`src/rtl/mem_word_adapter.sv`:
```
// Word-access front end for a byte-wide, negedge-clocked RAM.
// Splits one word request into WORD_BYTES little-endian byte beats and reassembles the read data.
module mem_word_adapter #(
    parameter int WIDTH         = 8,
    parameter int RAM_ADDR_BITS = 8,
    parameter int WORD_BYTES    = 4
) (
    input  logic                             clk,
    input  logic                             reset,
    input  logic                             req_valid,
    output logic                             req_ready,
    input  logic                             req_write,
    input  logic [RAM_ADDR_BITS-1:0]         req_addr,
    input  logic [WIDTH*WORD_BYTES-1:0]      req_wdata,
    output logic                             resp_valid,
    output logic [WIDTH*WORD_BYTES-1:0]      resp_rdata,
    output logic                             mem_en,
    output logic                             mem_write,
    output logic [RAM_ADDR_BITS-1:0]         mem_adr,
    output logic [WIDTH-1:0]                 mem_wdata,
    input  logic [WIDTH-1:0]                 mem_rdata
);

    localparam int W      = WIDTH * WORD_BYTES;
    localparam int BEAT_W = (WORD_BYTES > 1) ? $clog2(WORD_BYTES) : 1;
    localparam logic [BEAT_W-1:0] LAST_BEAT = BEAT_W'(WORD_BYTES - 1);

    typedef enum logic [1:0] {
        IDLE = 2'd0,
        BEAT = 2'd1,
        DONE = 2'd2
    } state_t;

    state_t                   state;
    state_t                   state_nxt;
    logic [BEAT_W-1:0]        beat;
    logic                     write_lat;
    logic [RAM_ADDR_BITS-1:0] base_lat;
    logic [W-1:0]             wdata_lat;
    logic [W-1:0]             rdata_asm;

    // Control state and the response word; both must come out of reset cleared.
    always_ff @(posedge clk) begin
        if (reset) begin
            state     <= IDLE;
            beat      <= '0;
            rdata_asm <= '0;
        end else begin
            state <= state_nxt;
            case (state)
                IDLE: begin
                    if (req_valid) begin
                        beat <= '0;
                    end
                end
                BEAT: begin
                    // The RAM has already answered this beat on the preceding negedge.
                    rdata_asm[beat*WIDTH +: WIDTH] <= mem_rdata;
                    beat                           <= beat + BEAT_W'(1);
                end
                default: begin
                    beat <= beat;
                end
            endcase
        end
    end

    // Request payload; only observed while in BEAT, so it needs no reset.
    always_ff @(posedge clk) begin
        if (state == IDLE && req_valid && !reset) begin
            write_lat <= req_write;
            base_lat  <= req_addr;
            wdata_lat <= req_wdata;
        end
    end

    always_comb begin
        state_nxt  = state;
        req_ready  = 1'b0;
        resp_valid = 1'b0;
        mem_en     = 1'b0;
        mem_write  = 1'b0;
        mem_adr    = '0;
        mem_wdata  = '0;
        case (state)
            IDLE: begin
                req_ready = 1'b1;
                if (req_valid) begin
                    state_nxt = BEAT;
                end
            end
            BEAT: begin
                mem_en    = 1'b1;
                mem_write = write_lat;
                // Address arithmetic wraps naturally at the RAM address width.
                mem_adr   = base_lat + RAM_ADDR_BITS'(beat);
                mem_wdata = wdata_lat[beat*WIDTH +: WIDTH];
                if (beat == LAST_BEAT) begin
                    state_nxt = DONE;
                end
            end
            DONE: begin
                resp_valid = 1'b1;
                state_nxt  = IDLE;
            end
            default: begin
                state_nxt = IDLE;
            end
        endcase
    end

    assign resp_rdata = rdata_asm;

endmodule

```
`config.mk`:
```
export PLATFORM = sky130hd
export DESIGN_NAME = mem_word_adapter
export DESIGN_NICKNAME = d
export VERILOG_FILES = /design/src/rtl/mem_word_adapter.sv
export SDC_FILE = /design/constraint.sdc
export NUM_CORES = 1
export LEC_CHECK = 0
export CAP_MARGIN = 25
export CORE_MARGIN = 2
export CORE_UTILIZATION = 49
export CTS_BUF_LIST = sky130_fd_sc_hd__clkbuf_8 sky130_fd_sc_hd__clkbuf_16
export CTS_CLUSTER_SIZE = 28
export DETAILED_ROUTE_END_ITERATION = 8
export GPL_TIMING_DRIVEN = 0
export PLACE_DENSITY = 0.85
export SYNTH_ARGS = -nofsm -noshare
export SYNTH_HDL_FRONTEND = slang
export SYNTH_SLANG_ARGS = --single-unit
```
`constraint.sdc`:
```
create_clock -name clk -period 11.4 [get_ports clk]
set_input_delay 2.28 -clock clk [delete_from_list [all_inputs] [get_ports clk]]
set_output_delay 2.28 -clock clk [all_outputs]
set_load 0.01 [all_outputs]
```
Word-level counts from Yosys, hierarchy flattened
Index checks and enable logic that the tools add are counted.
W data, S select, Z words.

storage, ports and cells
  register bits = 77
  input port bits = 52
  output and inout bits = 52
  word-level logic and storage cells = 36

operators by class
  add/subtract/negate cells = 3
  eq/ne operators = 5
  shift-type cells = 3
  mux-type cells = 12
  reduce and logical (&&, ||, !) cells = 7

operators by type and width
  operator                   number
  $neg A5 Y34                1
  $shift A8 B34 Y32 const A  1
  $shiftx A8 B34 Y32         1
  $bwmux W32                 1
  $shiftx A32 B6 Y8          1
  $mux W8                    2
  $add A8 B2 Y8              1
  $pmux W2 S2                2
  $mux W2                    3
  $eq A2 B2 Y1 const B       2
  $mux W1                    4
  $ne A2 B2 Y1 const B       2
  $reduce_and A2 Y1          2
  $add A2 B1 Y2 const B      1
  $eq A2 B1 Y1 const B       1
  $logic_and A1 B1 Y1        2
  $logic_not A2 Y1           1
  $reduce_bool A2 Y1         1
  $logic_not A1 Y1           1

Logic depth before layout (Yosys ltp)
  depth in word-level cells = 3
  mapped depth = 7
  mapped depth without buffers = 5

Worst setup path after synthesis
No wires, ideal clock.

  path kind = input port to flip-flop
  from = input port reset
  to = register base_lat[0] (enable)
  setup time = 0.490 ns
  data arrival time = 5.340 ns
  required time = 10.910 ns
  setup slack = 5.570 ns
  cell stages on the path = 2
  path buffers = 1
  path through = clkbuf_1 -> nor3_1

on the way
  longest elaborated chain between the ends = 2

ends and longest elaborated chain
  element               RTL line  RTL
  start, declared       9         input logic reset,
  $logic_not A1 Y1      70        if (state == IDLE && req_valid && !reset) begin
  $logic_and A1 B1 Y1   70
  end signal, assigned  72        base_lat <= req_addr;
  end, declared         38        logic [RAM_ADDR_BITS-1:0] base_lat;

Every way passes these cells.
A chain may end at the register's enable or synchronous reset.

Final worst setup path
  from = register beat[0]
  to = output port mem_adr[7]

on the way
  longest elaborated chain between the ends = 2

ends and longest elaborated chain
  element                 RTL line  RTL
  start, declared         36        logic [BEAT_W-1:0] beat;
  start signal, assigned  59        beat <= beat + BEAT_W'(1);
  start signal, assigned  62        beat <= beat;
  $add A8 B2 Y8           96        mem_adr = base_lat + RAM_ADDR_BITS'(beat);
  $mux W8                 85        case (state)
  end, declared           19        output logic [RAM_ADDR_BITS-1:0] mem_adr,

Every way passes these cells.

==> metrics.md <==
| Metric | Value |
|---|---|
| DP HPWL | 5560 µm |
| Wire length per cell | between 15 and 20 µm |
| Cell Area, Synth | approximately 0.0031 mm² |
| Fraction of layout cells with a size suffix above 1 | 0.0912 |
| Outcome | complete, no violations |
| Post-synth EDFFs | roughly 40 |
| Routability cong. | roughly 0.81 |
| Commonest cells in the netlist | edfxtp_1 (41), dfxtp_1 (36), nor2_1 (31) |
| Crit-path cells | ha_1 -> a21oi_1 -> or4_1 -> a21oi_1 -> clkdlybuf4s50_1 |
| Crit path required time | approximately 9100 ps |
| Sequential element share of the synthesized area | 0.627 |
| Die area | 0.00700 mm² |
| Flop pwr share | 0.523 |
| Mean post-synth cell area | approximately 13 µm² |
| Largest cells by area after synthesis | edfxtp_1 (40%), dfxtp_1 (23%), a32oi_1 (6.8%) |
| Count of cell types in the netlist | 36 |
| Crit path time final | 4810 ps |
| Layout area overhead | 44.1% |
| Final hold vios | 0 |
| Tot GR Track Use | 0.233 |
| Via Count | between 2000 and 2500 |
| Area leader, netlist | edfxtp_1 |
| Inserted Diodes | 0 |
| Nets | approximately 420 |
| Vias in the first global route | about 2500 |
| Initial drt markers | between 150 and 200 |
| Fill cell count | around 430 |
| Root Driver | clkbuf_8 |
| Slowest-stage cell, CP | clkdlybuf4s50_1 |
| Met2 WL | 4030 µm |
| CTS buffer count | 9 |
| Row Count | 29 |
| Start point of the worst min-delay path | resp_rdata[2] |
| Worst Hold Class | reg2reg |
| Drt total wl | between 7000 and 8000 µm |
| Clock Sinks | 77 |
| Worst VDD drop | around 0.082 mV |
| Max_slew headroom | 0.595 |
| Hold_buf cts | 0 |
| Critical path's most frequent cell | a21oi_1 |
| Crit-path leading delay family | buffers and inverters |
| Synth Instances | 241 |
| Post-route ant nets | 0 |
| Switching Power | ~130 µW |
| Clk buf depth | 2 |
| Io pins | 104 |
| Worst Setup SP | beat[0] |
| Clk Latency, worst-skew pair | 350 ps |
| Reg-to-reg startpoint | beat[1] |
| Final setup fails | 0 |
| Leak Pwr | ~1.5 nW |
| Overall power | about 580 µW |
| RSZ-0062 raised after global routing | no |
| Top FF cell, synth | edfxtp_1 |
| Placeable Area | between 0.006 and 0.007 mm² |
| Period utilisation layout | 0.422 |
| Internal power | approximately 460 µW |
| Comb power frac | 0.116 |
| CP max stage delay | around 570 ps |
| Fmax | 208 MHz |
| Detailed Routing Iterations Pass 1 | 4 |
| Element type at the critical path end | output port |
| Most frequent cell after synthesis | edfxtp_1 |
| Clock slew at reported path FFs | about 70 ps |
| H-tree depth | 3 |
| Slew @ Worst Pin | around 600 ps |
| CP Class | reg2out |
| Crit path DAT | between 2000 and 3000 ps |
| DRC | 0 |
| Total global routing overflow | 0 |
| Sw Share | 0.222 |
| Chip height | between 80 and 90 µm |
| Mean number of vias per cell | 5.61 |
| DIE WIDTH | between 80 and 90 µm |
| Pin count of the biggest net entering global routing | 15 |
| Share of flip-flops with an asynchronous set or reset | 0 |
| Skew final | 3.52 ps |
| CP bufs+invs | 1 |
| Initial core utilization | 0.499 |
| Multi-input logic area | around 0.0011 mm² |
| Synthesis-stage register bit count | 77 |
| R2R Setup Slk | roughly 9000 ps |
| Synth warn | 0 |
| Setup repair bufs after CTS | 0 |
| Setup TNS Final | 0 ps |
| First-pass GRT wire length | around 13000 µm |
| Post-Synthesis Net Count | 300 |
| PortBufs | 102 |
| Count of pins over their slew limit | 0 |
| Top-area cell type share of the netlist area | 0.396 |
| Startpoint class of the critical path | register |
| Clock power share | 0.361 |
| Number of max-cap violations | 0 |
| PwrDens | approximately 130 mW/mm² |
| CTS tree | built |
| Resized Gates After CTS | 0 |
| Routed wl met3 | ~500 µm |
| Initial antenna violation count | 0 |
| Max FO, Critical Path | 7 |
| Top Layer Used | met4 |
| Register area | 0.00195 mm² |
| Metal-1 WL | 3080 µm |
per-stage QoR:
| stage | setup WS (ps) | hold slack (ps) | utilization | std cells | instance area, µm² |
|---|---|---|---|---|---|
| after floorplan | 5570 | 476 | - | 241 | 3110 |
| after global placement | 4390 | 442 | 0.678 | 420 | 4230 |
| after detailed placement | 7010 | 446 | 0.684 | 423 | 4270 |
| after CTS | 6610 | 457 | 0.718 | 439 | 4480 |
| after global routing | 6460 | 474 | 0.718 | 439 | 4480 |
| final | 6590 | 453 | 0.718 | 439 | 4480 |
final cells by class:
cell class | instances | area share
plain buffers | 14 | 0.0167
clock buffers | 13 | 0.0449
clock inverters | 3 | 0.00307
inverters | 5 | 0.00419
multi-input cells | 145 | 0.239
flip-flops and latches | 77 | 0.435
well taps | 77 | 0.0215
repair buffers | 105 | 0.235
worst reg2reg max path, cell delays in order, from the launching register on:
cell      delay (ps)
dfxtp_1          450
clkbuf_1         510
inv_1            160
ha_1             390
and3_1           180
clkbuf_1         290
a32oi_1          180
nor2_1           130
kinds of logic (layout without fill, tap and decap cells):
family	after synthesis	count (layout)	share of synthesized area
AO/OA/AOI/OAI	45	45	0.105
AND/OR/NAND/NOR	83	83	0.141
adder cells (fa/ha/maj)	7	7	0.0306
multiplexers	8	8	0.0603
flip-flops	77	77	0.627
XOR/XNOR	2	2	0.00563
buffers and inverters	19	140	0.0302
placed cells by master, fill, tap and decap left out, types with 5 or more instances in the layout:
cell	instances
and2_1	12
nor2_1	31
clkdlybuf4s50_1	102
dfxtp_1	36
edfxtp_1	41
nand3_1	10
clkbuf_1	7
mux4_2	6
ha_1	6
inv_1	6
clkbuf_8	11
nand2_1	13
a32oi_1	24
buf_6	5
a21oi_1	14
path summary, 6_finish.rpt:
| kind | endpoint | depth (start not counted) |
|---|---|---|
| worst max-delay path | mem_adr[7] | 5 |
| worst min-delay path | resp_rdata[2] | 2 |
| worst max register to register | resp_rdata[10] | 7 |
| worst min register to register | resp_rdata[2] | 2 |
registers in the layout (all words and copies together), names as in the netlist:
| signal | flops |
|---|---|
| wdata_lat | 32 |
| write_lat | 1 |
| resp_rdata | 32 |
| state | 2 |
| base_lat | 8 |
| beat | 2 |
power by group through the flow:
| stage | logic, mW | registers, mW | clock network, mW |
|---|---|---|---|
| after floorplan | 0.0277 | 0.312 | 0 |
| after global placement | 0.0640 | 0.312 | 0 |
| after global routing | 0.0727 | 0.307 | 0.230 |
| final | 0.0679 | 0.306 | 0.211 |
| after detailed placement | 0.0676 | 0.312 | 0 |
| after CTS | 0.0680 | 0.306 | 0.214 |
per-layer routing:
metal  GRT usage  vias to the layer above
met3      0.0544                       17
li1            -                     1146
met1       0.283                     1192
met4      0.0953                        0
met2       0.399                      108
met5           0                        -
Power figures use the tool's default switching activity.
